==> src/rtl/memxfer_pkg.sv <==
// Constants and FSM encoding shared by the memory-to-memory transfer path
// (memory A read side and memory B write side).
package memxfer_pkg;
  localparam int DATA_W   = 8;
  localparam int ADDR_B_W = 2;
  localparam int DEPTH_B  = 2**ADDR_B_W;

  typedef enum logic [2:0] {IDLE, FIRST, SECOND, WRITE, DONE} state_t;
endpackage

==> src/rtl/memb_pair_writer_counterB.sv <==
// Memory B write address counter; the FSM never asks it to step past the last word.
module counterB #(
  parameter int ADDR_B_W = 2
) (
  input  logic                clock,
  input  logic                Reset,
  input  logic                IncB,
  input  logic                ClrB,
  output logic [ADDR_B_W-1:0] AddrB
);
  always_ff @(posedge clock) begin
    if (Reset || ClrB) AddrB <= '0;
    else if (IncB)     AddrB <= AddrB + 1'b1;
  end
endmodule

==> src/rtl/memb_pair_writer.sv <==
// Accepts words from memory A, sums consecutive pairs and writes each sum to
// memory B; all outputs are registers or a Moore decode of the state.
module memb_pair_writer
  import memxfer_pkg::*;
#(
  parameter int DATA_W   = memxfer_pkg::DATA_W,
  parameter int ADDR_B_W = memxfer_pkg::ADDR_B_W,
  parameter int DEPTH_B  = 2**ADDR_B_W
) (
  input  logic                clock,
  input  logic                Reset,
  input  logic                Start,
  input  logic [DATA_W-1:0]   DataIn,
  input  logic                InValid,
  output logic                InReady,
  output logic [ADDR_B_W-1:0] AddrB,
  output logic [DATA_W-1:0]   DataOutB,
  output logic                WEB,
  output logic                Busy,
  output logic                Done,
  output logic                Overflow
);
  state_t            state;
  logic [DATA_W-1:0] hold;
  logic [DATA_W:0]   sum;
  logic              accept, start_ok, last;

  assign accept   = InValid && InReady;
  assign start_ok = Start && (state == IDLE || state == DONE);
  assign last     = (AddrB == ADDR_B_W'(DEPTH_B - 1));
  assign sum      = {1'b0, hold} + {1'b0, DataIn};

  counterB #(.ADDR_B_W(ADDR_B_W)) u_cnt (
    .clock (clock),
    .Reset (Reset),
    .IncB  (state == WRITE && !last),
    .ClrB  (start_ok),
    .AddrB (AddrB)
  );

  always_ff @(posedge clock) begin
    if (Reset) begin
      state    <= IDLE;
      hold     <= '0;
      DataOutB <= '0;
      Overflow <= 1'b0;
    end else begin
      case (state)
        IDLE, DONE: if (start_ok) begin
          state    <= FIRST;
          Overflow <= 1'b0;
        end
        FIRST: if (accept) begin
          hold  <= DataIn;
          state <= SECOND;
        end
        SECOND: if (accept) begin
          // carry out of the pair sum is the sticky overflow event
          DataOutB <= sum[DATA_W-1:0];
          if (sum[DATA_W]) Overflow <= 1'b1;
          state <= WRITE;
        end
        WRITE:   state <= last ? DONE : FIRST;
        default: state <= IDLE;
      endcase
    end
  end

  assign InReady = (state == FIRST) || (state == SECOND);
  assign WEB     = (state == WRITE);
  assign Busy    = (state != IDLE) && (state != DONE);
  assign Done    = (state == DONE);
endmodule

==> config.mk <==
export PLATFORM = sky130hd
export DESIGN_NAME = memb_pair_writer
export DESIGN_NICKNAME = d
export VERILOG_FILES = /design/src/rtl/memxfer_pkg.sv /design/src/rtl/memb_pair_writer_counterB.sv /design/src/rtl/memb_pair_writer.sv
export SDC_FILE = /design/constraint.sdc
export NUM_CORES = 1
export LEC_CHECK = 0
export ABC_AREA = 1
export BUFFER_PORTS_ARGS = -buffer_cell sky130_fd_sc_hd__buf_2
export CAP_MARGIN = 20
export CORE_MARGIN = 2
export CORE_UTILIZATION = 35
export DETAILED_ROUTE_END_ITERATION = 8
export SETUP_SLACK_MARGIN = 0.3
export SYNTH_ARGS = -nofsm -noshare
export SYNTH_HDL_FRONTEND = slang
export SYNTH_HIERARCHICAL = 1
export SYNTH_SLANG_ARGS = --single-unit
==> constraint.sdc <==
create_clock -name clock -period 4.45 [get_ports clock]
set_clock_uncertainty 0.1 [all_clocks]
set_input_delay 0.445 -clock clock [delete_from_list [all_inputs] [get_ports clock]]
set_output_delay 0.445 -clock clock [all_outputs]
set_load 0.01 [all_outputs]
# Word level (Yosys, flattened, before mapping)

Cells that the tools add are included.
W data, S select, Z words.

Memories kept: 0
Register bits: 22
Memory bits (writable): 0
Bits in latches: 0
Memory bits (read-only): 0
Logic and storage cells: 42
Output and inout port bits: 15

Shift operators: 0
Add/sub/neg operators: 2
Mux-type cells: 9
Equality and inequality tests: 10
Bitwise operators: 0
Multiply operators: 0
Div/mod/pow operators: 0
Reduce and logical (&&, ||, !) cells: 16
$lt $le $gt $ge: 0

Operators with widths:

| cell                  | number |
|---|---|
| $mux W3               | 4 |
| $pmux W3 S4           | 1 |
| $add A8 B8 Y9         | 1 |
| $eq A3 B2 Y1 const B  | 2 |
| $ne A2 B2 Y1 const B  | 3 |
| $logic_and A1 B1 Y1   | 4 |
| $reduce_and A2 Y1     | 2 |
| $reduce_and A4 Y1     | 1 |
| $eq A3 B1 Y1 const B  | 1 |
| $eq A3 B3 Y1 const B  | 1 |
| $logic_not A3 Y1      | 1 |
| $logic_or A1 B1 Y1    | 3 |
| $mux W1               | 3 |
| $ne A3 B3 Y1 const B  | 1 |
| $reduce_and A3 Y1     | 1 |
| $reduce_bool A3 Y1    | 1 |
| $add A2 B1 Y2 const B | 1 |
| $eq A2 B2 Y1 const B  | 1 |
| $ne A2 B1 Y1 const B  | 1 |
| $pmux W1 S2           | 1 |
| $reduce_bool A2 Y1    | 1 |
| $reduce_or A2 Y1      | 1 |
| $logic_not A1 Y1      | 1 |

# Depth between registers and ports, before layout

Gate-level depths: netlist of run 1.

Word-level depth: 5
Mapped depth: 9

# Hierarchy

Netlist of run 1, hierarchy kept.

By module, submodules not included:

| module           | times used | cells an instance | area an instance (um^2) |
|---|---|---|---|
| memb_pair_writer | 1          | 172               | 1194.9 |
| counterB         | 1          | 14                | 97.6 |

# Worst setup path after synthesis of run 1

Ideal clock, no wire load.

Kind: input port to flip-flop
Start point: input port DataIn[0]
End point: register DataOutB[4]
Data required time: 4.236 ns
Path slack: 2.754 ns
Path buffers: 0
Arrival: 1.482 ns
Stages on the path: 7
Cells stage by stage: ha_1 > fa_1 > nand2_1 > nand2_1 > xor2_1 > o21bai_1 > inv_1

Longest elaborated chain between the ends: 1

Ends and longest elaborated chain:

| element              | line                   | RTL |
|---|---|---|
| start, declared      | memb_pair_writer.sv:13 | `input logic [DATA_W-1:0] DataIn,` |
| $add A8 B8 Y9        | memb_pair_writer.sv:31 | `assign sum = {1'b0, hold} + {1'b0, DataIn};` |
| end signal, assigned | memb_pair_writer.sv:59 | `DataOutB <= sum[DATA_W-1:0];` |
| end, declared        | memb_pair_writer.sv:17 | `output logic [DATA_W-1:0] DataOutB,` |

Every way passes these cells.
A chain may end at the register's enable or synchronous reset.

# Final worst setup path of run 1

Start point: register state[2]
End point: output port InReady

Longest elaborated chain between the ends: 2
Elaborated cells between the ends (all ways): 3

Ends and longest elaborated chain:

| element                                      | line                   | RTL |
|---|---|---|
| start, declared                              | memb_pair_writer.sv:23 | `state_t state;` |
| start signal, assigned                       | memb_pair_writer.sv:63 | `WRITE: state <= last ? DONE : FIRST;` |
| $eq A3 B1 Y1 or $eq A3 B2 Y1 (tied branches) | memb_pair_writer.sv:69 | `assign InReady = (state == FIRST) \|\| (state == SECOND);` |
| $logic_or A1 B1 Y1 (*)                       | memb_pair_writer.sv:69 |  |
| end, declared                                | memb_pair_writer.sv:15 | `output logic InReady,` |

Every way passes the cells marked *; elsewhere a longest branch is shown, timed or not.

==> results of run 1 <==
[final cells by class]
type | instances | area, um^2 | share of cell area
inverter | 30 | 113 | 0.0746
multi-input combinational | 132 | 724 | 0.480
tap | 48 | 60.1 | 0.0398
sequential | 22 | 440 | 0.292
clock buffer | 3 | 41.3 | 0.0274
timing repair buffer | 26 | 130 | 0.0862
[metal layers]
metal,share of wire,track usage,up-vias
met5,0,0,-
met4,0.016,0.0559,0
met3,0.034,0.0122,4
met2,0.41,0.192,18
met1,0.54,0.183,476
li1,-,-,644
[per-stage QoR]
stage	worst slack (ns)	cell area (um^2)	cells	hold WS, ns
after global routing	2.70	1510	261	0.371
final	2.77	1510	261	0.345
after CTS	2.77	1510	261	0.347
after floorplan	2.75	1290	186	0.359
after detailed placement	2.57	1470	258	0.355
after global placement	2.59	1470	258	0.355
[tightest hold or removal path, delay by kind of cell]
| family | cells | cell delay [ns] |
|---|---|---|
| buffers and inverters | 1 | 0.09 |
| AND/OR/NAND/NOR | 1 | 0.07 |
| AO/OA/AOI/OAI | 1 | 0.07 |
[logic make-up after synthesis]
kind of cell / count (synthesis)
DFF: 22
adders and majority gates: 9
AOI/OAI and AO/OA: 28
buffers and inverters: 32
xor gates and xnor gates: 3
and+or+nand+nor: 92
[worst max-delay path by stage]
stage	startpoint	endpoint	slack, ns	depth (start not counted)
after floorplan	DataIn[0]	DataOutB[4]	2.75	7
after global placement	DataIn[0]	DataOutB[4]	2.59	8
after detailed placement	DataIn[0]	DataOutB[4]	2.57	8
after CTS	state[2]	InReady	2.77	4
after global routing	state[2]	InReady	2.70	4
final	state[2]	InReady	2.77	4
[power groups by stage]
stage                     Sequential, uW  Clock, uW  Combinational (uW)
after floorplan                      233          0                 129
after global placement               232          0                 173
after detailed placement             232          0                 173
after CTS                            227        130                 174
after global routing                 230        136                 199
final                                227        127                 172
[flip-flops by register name (all words and copies together) (netlist names)]
name         count
hold             8
DataOutB         8
state            3
u_cnt/AddrB      2
Overflow         1
[cells in the final DEF (no fill, tap or decap)]
cell | netlist | layout
nor2_4 | 1 | 1
nand4_4 | 1 | 1
buf_2 | 0 | 26
dfxtp_1 | 22 | 22
nor2_1 | 26 | 26
nand4_1 | 1 | 1
inv_1 | 23 | 23
o21ai_1 | 2 | 2
o21ai_0 | 9 | 9
nand2_1 | 44 | 44
a21oi_2 | 1 | 1
o21ai_2 | 1 | 1
nor3_2 | 1 | 1
nand3_1 | 12 | 12
fa_1 | 1 | 1
nand3_2 | 1 | 1
xor2_1 | 3 | 3
a21oi_1 | 8 | 8
o21a_1 | 5 | 5
ha_1 | 8 | 8
clkbuf_8 | 0 | 3
inv_2 | 7 | 7
nand2_2 | 2 | 2
o21bai_1 | 2 | 2
nor2_2 | 3 | 3
==> run metrics, run 1 <==
post-synth top area cell dfxtp_1; initial core utilization 0.358; FILL cells 395; Slew headroom 0.829; Max Buffers Root-to-Sink 2; Leak 0.000803 uW; cells along the critical path inv_2, nand3_1, nand2_2, buf_2; startpoint types flip-flop; htree depth 1; Port Buffers 26; routability cong. 0.803; vias in the first global route 1002; Synth Area in Adders 0.0929; setup bufs post-CTS 0; Syn Inst Count 186; Yosys top cell area share 0.341; Pre-antenna DRT Iters 5; Synth Area in Simple Gates 0.319; die span in x 64.8 um; TritonCTS clock tree yes; Worst R2R Path Depth 7; max incr delay on CP 0.43 ns; largest net degree at the start of global routing 15; post-synthesis mux area share 0; top cells by area, synth dfxtp_1, nand2_1, ha_1; Max Cap Violations 0; Vias 1142; Die Y 64.8 um; crit-path max FO 4; Core Box Area 3610 um^2; RR Endpoint DataOutB[4]; Slew @ Worst Pin 0.256 ns; HP Class input port to flip-flop; RSZ-0062 raised after global routing false; final core occ 0.418; Seq/Total Area, Yosys 0.341; crit path time final 1.68 ns; Worst Hold Depth 3; Seq pwr share 0.432; DR WL/cell 9.71 um; Peak supply drop 0.135 mV; Area growth syn-to-layout 16.7%; CP required 3.90 ns; Core Rows 22; Fin. Hold Viols 0; DRT antenna net count 0; top-count cell post-synth nand2_1; post-cts hold buffer count 0; P_int 341 uW; critical path arrival 1.13 ns; Clock Latency Late Sink 0.26 ns; asr flop ratio synth 0; post_cts resized 0; setup TNS 0 ns; Comb pwr share 0.327; total power draw 526 uW; cts bufs inserted 3; Clk pwr share 0.241; clock slew at reported path FFs 0.08 ns; largest family of logic cells by synthesized area simple AND/OR/NAND/NOR gates; fin nets 236; worst path buffer plus inverter count 2; first-pass GRT wire length 4.28 mm; delay-heaviest family, CP flip-flops; Worst Hold Launch DataIn[2]; Max Freq 596 MHz; cell area after synthesis 1290 um^2; Overflow after GRT 0; Synth Area in Compound Gates 0.128; Final Max Slew Viols 0; Post-route DRC 0; Hold EP hold[2]; clk sink count 22; drt via density 4.38; #FFs+latches synth 22; top_reg_cell synth dfxtp_1; Sw Share 0.351; DP HPWL 1.99 mm; syn_nets 207; Crit Path Class flip-flop to output pin; total wire length 2.54 mm; r2r setup slk 2.85 ns; slowest CP cell dfxtp_1; fraction of layout cells with a size suffix above 1 0.221; worst flop-to-flop path startpoint hold[0]; DR iter-0 viols 29; number of synthesized flops with an enable pin 0; status complete, no violations; Synth top cells by count nand2_1, nor2_1, inv_1; crit share post-route 0.377; synthesized area per cell 6.95 um^2; PD cells 349 nW/um^2; final setup vio count 0; number of diodes 0; post-synth cell types 25; Ports 27; synth warn 6; xor/xnor cell area share of the yosys netlist 0.0203; GRT Total Usage 0.127; initial antenna violation count 0; die outline area 4200 um^2; sw power 185 uW; Root Buffer clkbuf_8; CP Capture Type output pin
Power figures use the tool's default switching activity.
==> run 2: changes to the inputs <==
==> constraint.sdc (replaced) <==
create_clock -name clock -period 1.65 [get_ports clock]
set_clock_uncertainty 0.1 [all_clocks]
set_input_delay 0.165 -clock clock [delete_from_list [all_inputs] [get_ports clock]]
set_output_delay 0.165 -clock clock [all_outputs]
set_load 0.01 [all_outputs]
==> run 2 against run 1 <==
Against the previous run:
- global-route usage rose by 0.79 points
- register-to-register slack got worse by 2.7 ns
- first-iteration DRC count up 140%
- via count is 3.6% higher
- combinational power grew to 3.2 times the previous value
- worst hold slack got worse by 0.26 ns
- die area unchanged
- clock power increased to 2.6 times the previous value
- utilization is 3.7 points higher
- routed wire length rose by 5.6%
- sequential power rose to 2.8 times the previous value
- critical path type is now flip-flop to flip-flop
==> run metrics, run 2 (synthesized netlist as in run 1, its figures left out) <==
Setup crit start hold[0]; drt via density 4.53 (+3.6%); htree depth 1 (unchanged); RR Endpoint DataOutB[4]; CP required 1.71 ns (-2.19 ns); r2r setup slk 0.14 ns (-2.71 ns); DR iter-0 viols 69 (+140%); CP Capture Type flip-flop; Port Buffers 26 (unchanged); status complete, no violations; Multi-input gate area 840 um^2 (+16%); Max Freq 663 MHz; fin nets 236 (unchanged); P_int 979 uW (+190%); Post-route DRC 0 (unchanged); fraction of layout cells with a size suffix above 1 0.315 (+0.0939); DR WL/cell 10.3 um (+5.6%); Area growth syn-to-layout 27.0%; first-pass GRT wire length 4.52 mm (+5.6%); Overflow after GRT 0 (unchanged); Max Cap Violations 0 (unchanged); setup TNS 0 ns (unchanged); die span in x 64.8 um (unchanged); Slew @ Worst Pin 0.225 ns (-0.0312 ns); Seq pwr share 0.417 (-0.015); final setup vio count 0 (unchanged); most common cell after layout, fill and taps aside nand2_1; Slew headroom 0.850 (+0.0206); Vias 1183 (+3.6%); total wire length 2.68 mm (+5.6%); initial antenna violation count 0 (unchanged); crit path time final 1.51 ns; GRT Total Usage 0.135 (+0.00786); Worst R2R Path Depth 7 (unchanged); area taken by flip-flops and latches 449 um^2 (+2.0%); die outline area 4200 um^2 (unchanged); Max Buffers Root-to-Sink 2 (unchanged); WHS 0.0882 ns (-0.257 ns); clock slew at reported path FFs 0.08 ns (about the same); crit path capture DataOutB[4]; Fin. Hold Viols 0 (unchanged); commonest cells after routing, fill and taps aside nand2_1, nor2_1, buf_2; Sw Share 0.353 (+0.00114); number of diodes 0 (unchanged); Die Y 64.8 um (unchanged); Crit Path Class flip-flop to flip-flop; FILL cells 385 (-2.5%); DP HPWL 1.98 mm (-0.84%); RSZ-0062 raised after global routing true; clk sink count 22 (unchanged); Pre-antenna DRT Iters 4 (-1); vias in the first global route 1025 (+2.3%); cts bufs inserted 3 (unchanged); HP Class input port to flip-flop; Core Box Area 3610 um^2 (unchanged); critical path arrival 1.57 ns (+0.44 ns); crit share post-route 0.914; PD cells 921 nW/um^2 (+160%); Root Buffer clkbuf_8; Largest regs DataOutB: 8 flops, hold: 8 flops, state: 3 flops; initial core utilization 0.358 (unchanged); largest net degree at the start of global routing 15 (unchanged); post-cts hold buffer count 0 (unchanged); Core Rows 22 (unchanged); Final Max Slew Viols 0 (unchanged); Peak supply drop 0.286 mV (+110%); Clk pwr share 0.221 (-0.020); Ports 27 (unchanged); startpoint types flip-flop; Clock Latency Late Sink 0.26 ns (about the same); crit-path max FO 3 (-1); TritonCTS clock tree yes; sw power 533 uW (+190%); Leak 0.000808 uW (+0.63%); worst flop-to-flop path startpoint hold[0]; DRT antenna net count 0 (unchanged); routability cong. 0.838 (+4.3%); Comb pwr share 0.362 (+0.035); setup bufs post-CTS 0 (unchanged)
-- run 2: worst max-delay path, cell delays in order, from the launching register on --
cell and delay [ns]:
dfxtp_2 0.34, ha_4 0.16, fa_2 0.37, nand2_2 0.09
nand2_2 0.06, xor2_1 0.14, o21bai_1 0.12, inv_1 0.04
-- run 2: metal layers --
layer,share of wire,track usage,up-vias
met2,0.42,0.193,23
met5,0,0,-
met3,0.033,0.0122,4
met4,0.010,0.0585,0
met1,0.54,0.203,516
li1,-,-,640
-- run 2: timing repair --
item,CTS,global route
endpoints found under the hold margin,0,0
setup endpoints to repair,11,14
pin swaps,2,1
resized for setup,8,12
-- run 2: layout make-up --
class / instances / share of cell area
Sequential cell: 22 / 0.274
Inverter: 30 / 0.0701
Tap cell: 48 / 0.0366
Timing Repair Buffer: 26 / 0.0831
Multi-Input combinational cell: 132 / 0.511
Clock buffer: 3 / 0.0252
-- run 2: how the worst min path moves through the flow --
stage	from	cells past startpoint	slack, ns	endpoint
final	DataIn[7]	3	0.09	hold[7]
after global routing	Reset	2	0.11	state[2]
after CTS	DataIn[3]	3	0.07	hold[3]
after detailed placement	DataIn[4]	3	0.35	hold[4]
after global placement	DataIn[4]	3	0.34	hold[4]
after floorplan	Reset	1	0.13	state[2]
-- run 2: power by group through the flow --
stage | sequential (uW) | clock, uW | combinational, uW
6_report | 630 | 334 | 547
2_1_floorplan | 632 | 0 | 356
3_5_place_dp | 631 | 0 | 482
4_1_cts | 626 | 351 | 506
3_3_place_gp | 629 | 0 | 481
5_1_grt | 638 | 368 | 627
-- run 2: metrics by stage --
| step | util | setup WS [ns] | std cells | power (uW) | cell area (um^2) |
|---|---|---|---|---|---|
| final | 0.455 | 0.142 | 261 | 1510 | 1640 |
| after global routing | 0.455 | 0.0921 | 261 | 1630 | 1640 |
| after CTS | 0.441 | 0.140 | 261 | 1480 | 1590 |
| after detailed placement | 0.416 | 0.144 | 258 | 1110 | 1500 |
| after global placement | 0.416 | 0.161 | 258 | 1110 | 1500 |
| after floorplan | - | 0.195 | 186 | 989 | 1330 |
==> run 3: changes to the inputs <==
==> constraint.sdc (replaced) <==
create_clock -name clock -period 1.65 [get_ports clock]
set_clock_uncertainty 0.1 [all_clocks]
set_input_delay 0 -clock clock [delete_from_list [all_inputs] [get_ports clock]]
set_output_delay 0 -clock clock [all_outputs]
set_load 0.01 [all_outputs]
==> run 3 against run 2 <==
Against the previous run:
- clock-buffer cell count is the same
- first-iteration DRC count grew 2.9%
- flip-flop and latch count is the same
- maximum frequency shrank 0.78%
- non-clock buffer count grew 11
- via count grew 2.5%
==> run metrics, run 3 (synthesized netlist as in run 1, its figures left out) <==
Overflow after GRT 0 (unchanged); Core Rows 22 (unchanged); most common cell after layout, fill and taps aside nand2_1; Max Buffers Root-to-Sink 2 (unchanged); met2 wire len 1.28 mm (+13%); DRT antenna net count 0 (unchanged); vias in the first global route 1096 (+6.9%); PD cells 964 nW/um^2 (+4.7%); fin nets 247 (+4.7%); RSZ-0062 raised after global routing true; initial core utilization 0.358 (unchanged); fraction of layout cells with a size suffix above 1 0.284 (-0.0301); largest net degree at the start of global routing 15 (unchanged); number of diodes 0 (unchanged); Max Cap Violations 0 (unchanged); crit-path max FO 3 (unchanged); cts bufs inserted 3 (unchanged); cells along the critical path ha_4, fa_2, nand2_2, nand2_2, xor2_1, o21bai_1, inv_1; final setup vio count 0 (unchanged); top routing layer used met4; delay-heaviest family, CP adder cells; Pre-antenna DRT Iters 4 (unchanged); first-pass GRT wire length 4.83 mm (+6.9%); Slew headroom 0.842 (-0.00796); crit path time final 1.52 ns (+0.0118 ns); M1 WL 1.46 mm (+2.1%); slowest CP cell fa_2; Crit Path Class flip-flop to flip-flop; Largest regs DataOutB: 8 flops, hold: 8 flops, state: 3 flops; cell mode on critical path nand2_2; clk sink count 22 (unchanged); CP Capture Type flip-flop; DR WL/cell 10.5 um (+2.1%); Root Buffer clkbuf_8; Leak 0.000869 uW (+7.5%); TritonCTS clock tree yes; GRT Total Usage 0.146 (+0.0109); Vias 1212 (+2.5%); Core Box Area 3610 um^2 (unchanged); die span in x 64.8 um (unchanged); Port Buffers 26 (unchanged); Area growth syn-to-layout 35.2%; Post-route DRC 0 (unchanged); clock slew at reported path FFs 0.08 ns (about the same); CP required 1.72 ns (about the same); drt via density 4.44 (-2.1%); Final Max Slew Viols 0 (unchanged); Peak supply drop 0.310 mV (+8.5%); Ports 27 (unchanged); r2r setup slk 0.13 ns (about the same); total wire length 2.86 mm (+6.8%); met3 routed WL 79 um (-11%); Fin. Hold Viols 0 (unchanged); routability cong. 0.863 (+3.0%); critical path arrival 1.59 ns (+0.02 ns); die outline area 4200 um^2 (unchanged); final core occ 0.485 (+0.0295); HP Class input port to flip-flop; Max Freq 658 MHz (-0.78%); Clock Latency Late Sink 0.27 ns (about the same); initial antenna violation count 0 (unchanged); crit share post-route 0.921 (+0.00715); max incr delay on CP 0.37 ns (about the same); worst path buffer plus inverter count 1 (unchanged); status complete, no violations; setup TNS 0 ns (unchanged); startpoint types flip-flop; Slew @ Worst Pin 0.237 ns (+0.0119 ns); DR iter-0 viols 71 (+2.9%); commonest cells after routing, fill and taps aside nand2_1, nor2_1, buf_2; DP HPWL 2.00 mm (+1.2%); Die Y 64.8 um (unchanged); htree depth 1 (unchanged)
-- run 3: per-layer routing --
layer,GRT usage,vias up
li1,-,671
met1,0.200,516
met2,0.233,20
met3,0.0174,5
met4,0.0559,0
met5,0,-
-- run 3: path summary, 6_finish.rpt --
| kind | start | endpoint | cells after the start |
|---|---|---|---|
| setup / recovery | hold[0] | DataOutB[4] | 7 |
| hold reg to reg | DataOutB[1] | DataOutB[1] | 2 |
| setup reg to reg | hold[0] | DataOutB[4] | 7 |
| hold / removal | InValid | DataOutB[3] | 4 |
-- run 3: worst reg2reg max path: cells and delay by family, from the launching register on --
kind / cells / cell delay [ns]
fa+ha+maj: 2 / 0.53
buf+inv: 1 / 0.05
xor+xnor: 1 / 0.14
simple gates: 2 / 0.15
compound gates: 1 / 0.12
flops: 1 / 0.34
-- run 3: final cells by class --
cell class | count | area, um^2
Clock inverter | 1 | 30.0
Sequential cell | 22 | 444
Timing Repair Buffer | 37 | 238
Fill cell | 386 | 1860
Clock buffer | 3 | 41.3
Inverter | 30 | 115
Multi-Input combinational cell | 132 | 820
Tap cell | 48 | 60.1
-- run 3: timing repair --
| action | CTS | global route |
|---|---|---|
| hold buffers | 10 | 0 |
| setup buffers | 1 | 0 |
| pin swaps | 2 | 3 |
| endpoints found under the hold margin | 15 | 0 |
| setup endpoints to repair | 7 | 18 |
| gates resized for setup | 6 | 6 |
-- run 3: where the power goes --
group          internal [uW]  switching (uW)  total (uW)
logic                    231             315         545
clock network            324             190         514
registers                584            40.4         625
total                   1140             545        1680
-- run 3: metrics by stage --
step / hold WS, ns / worst slack (ns) / std cells / area, um^2 / total power, uW
floorplan: -0.0376 / 0.195 / 186 / 1330 / 989
global placement: 0.179 / 0.158 / 258 / 1500 / 1110
detailed placement: 0.186 / 0.120 / 258 / 1500 / 1110
CTS: 0.0286 / 0.123 / 273 / 1730 / 1680
global route: 0.0739 / 0.0384 / 273 / 1750 / 1800
finish: 0.0419 / 0.130 / 273 / 1750 / 1680
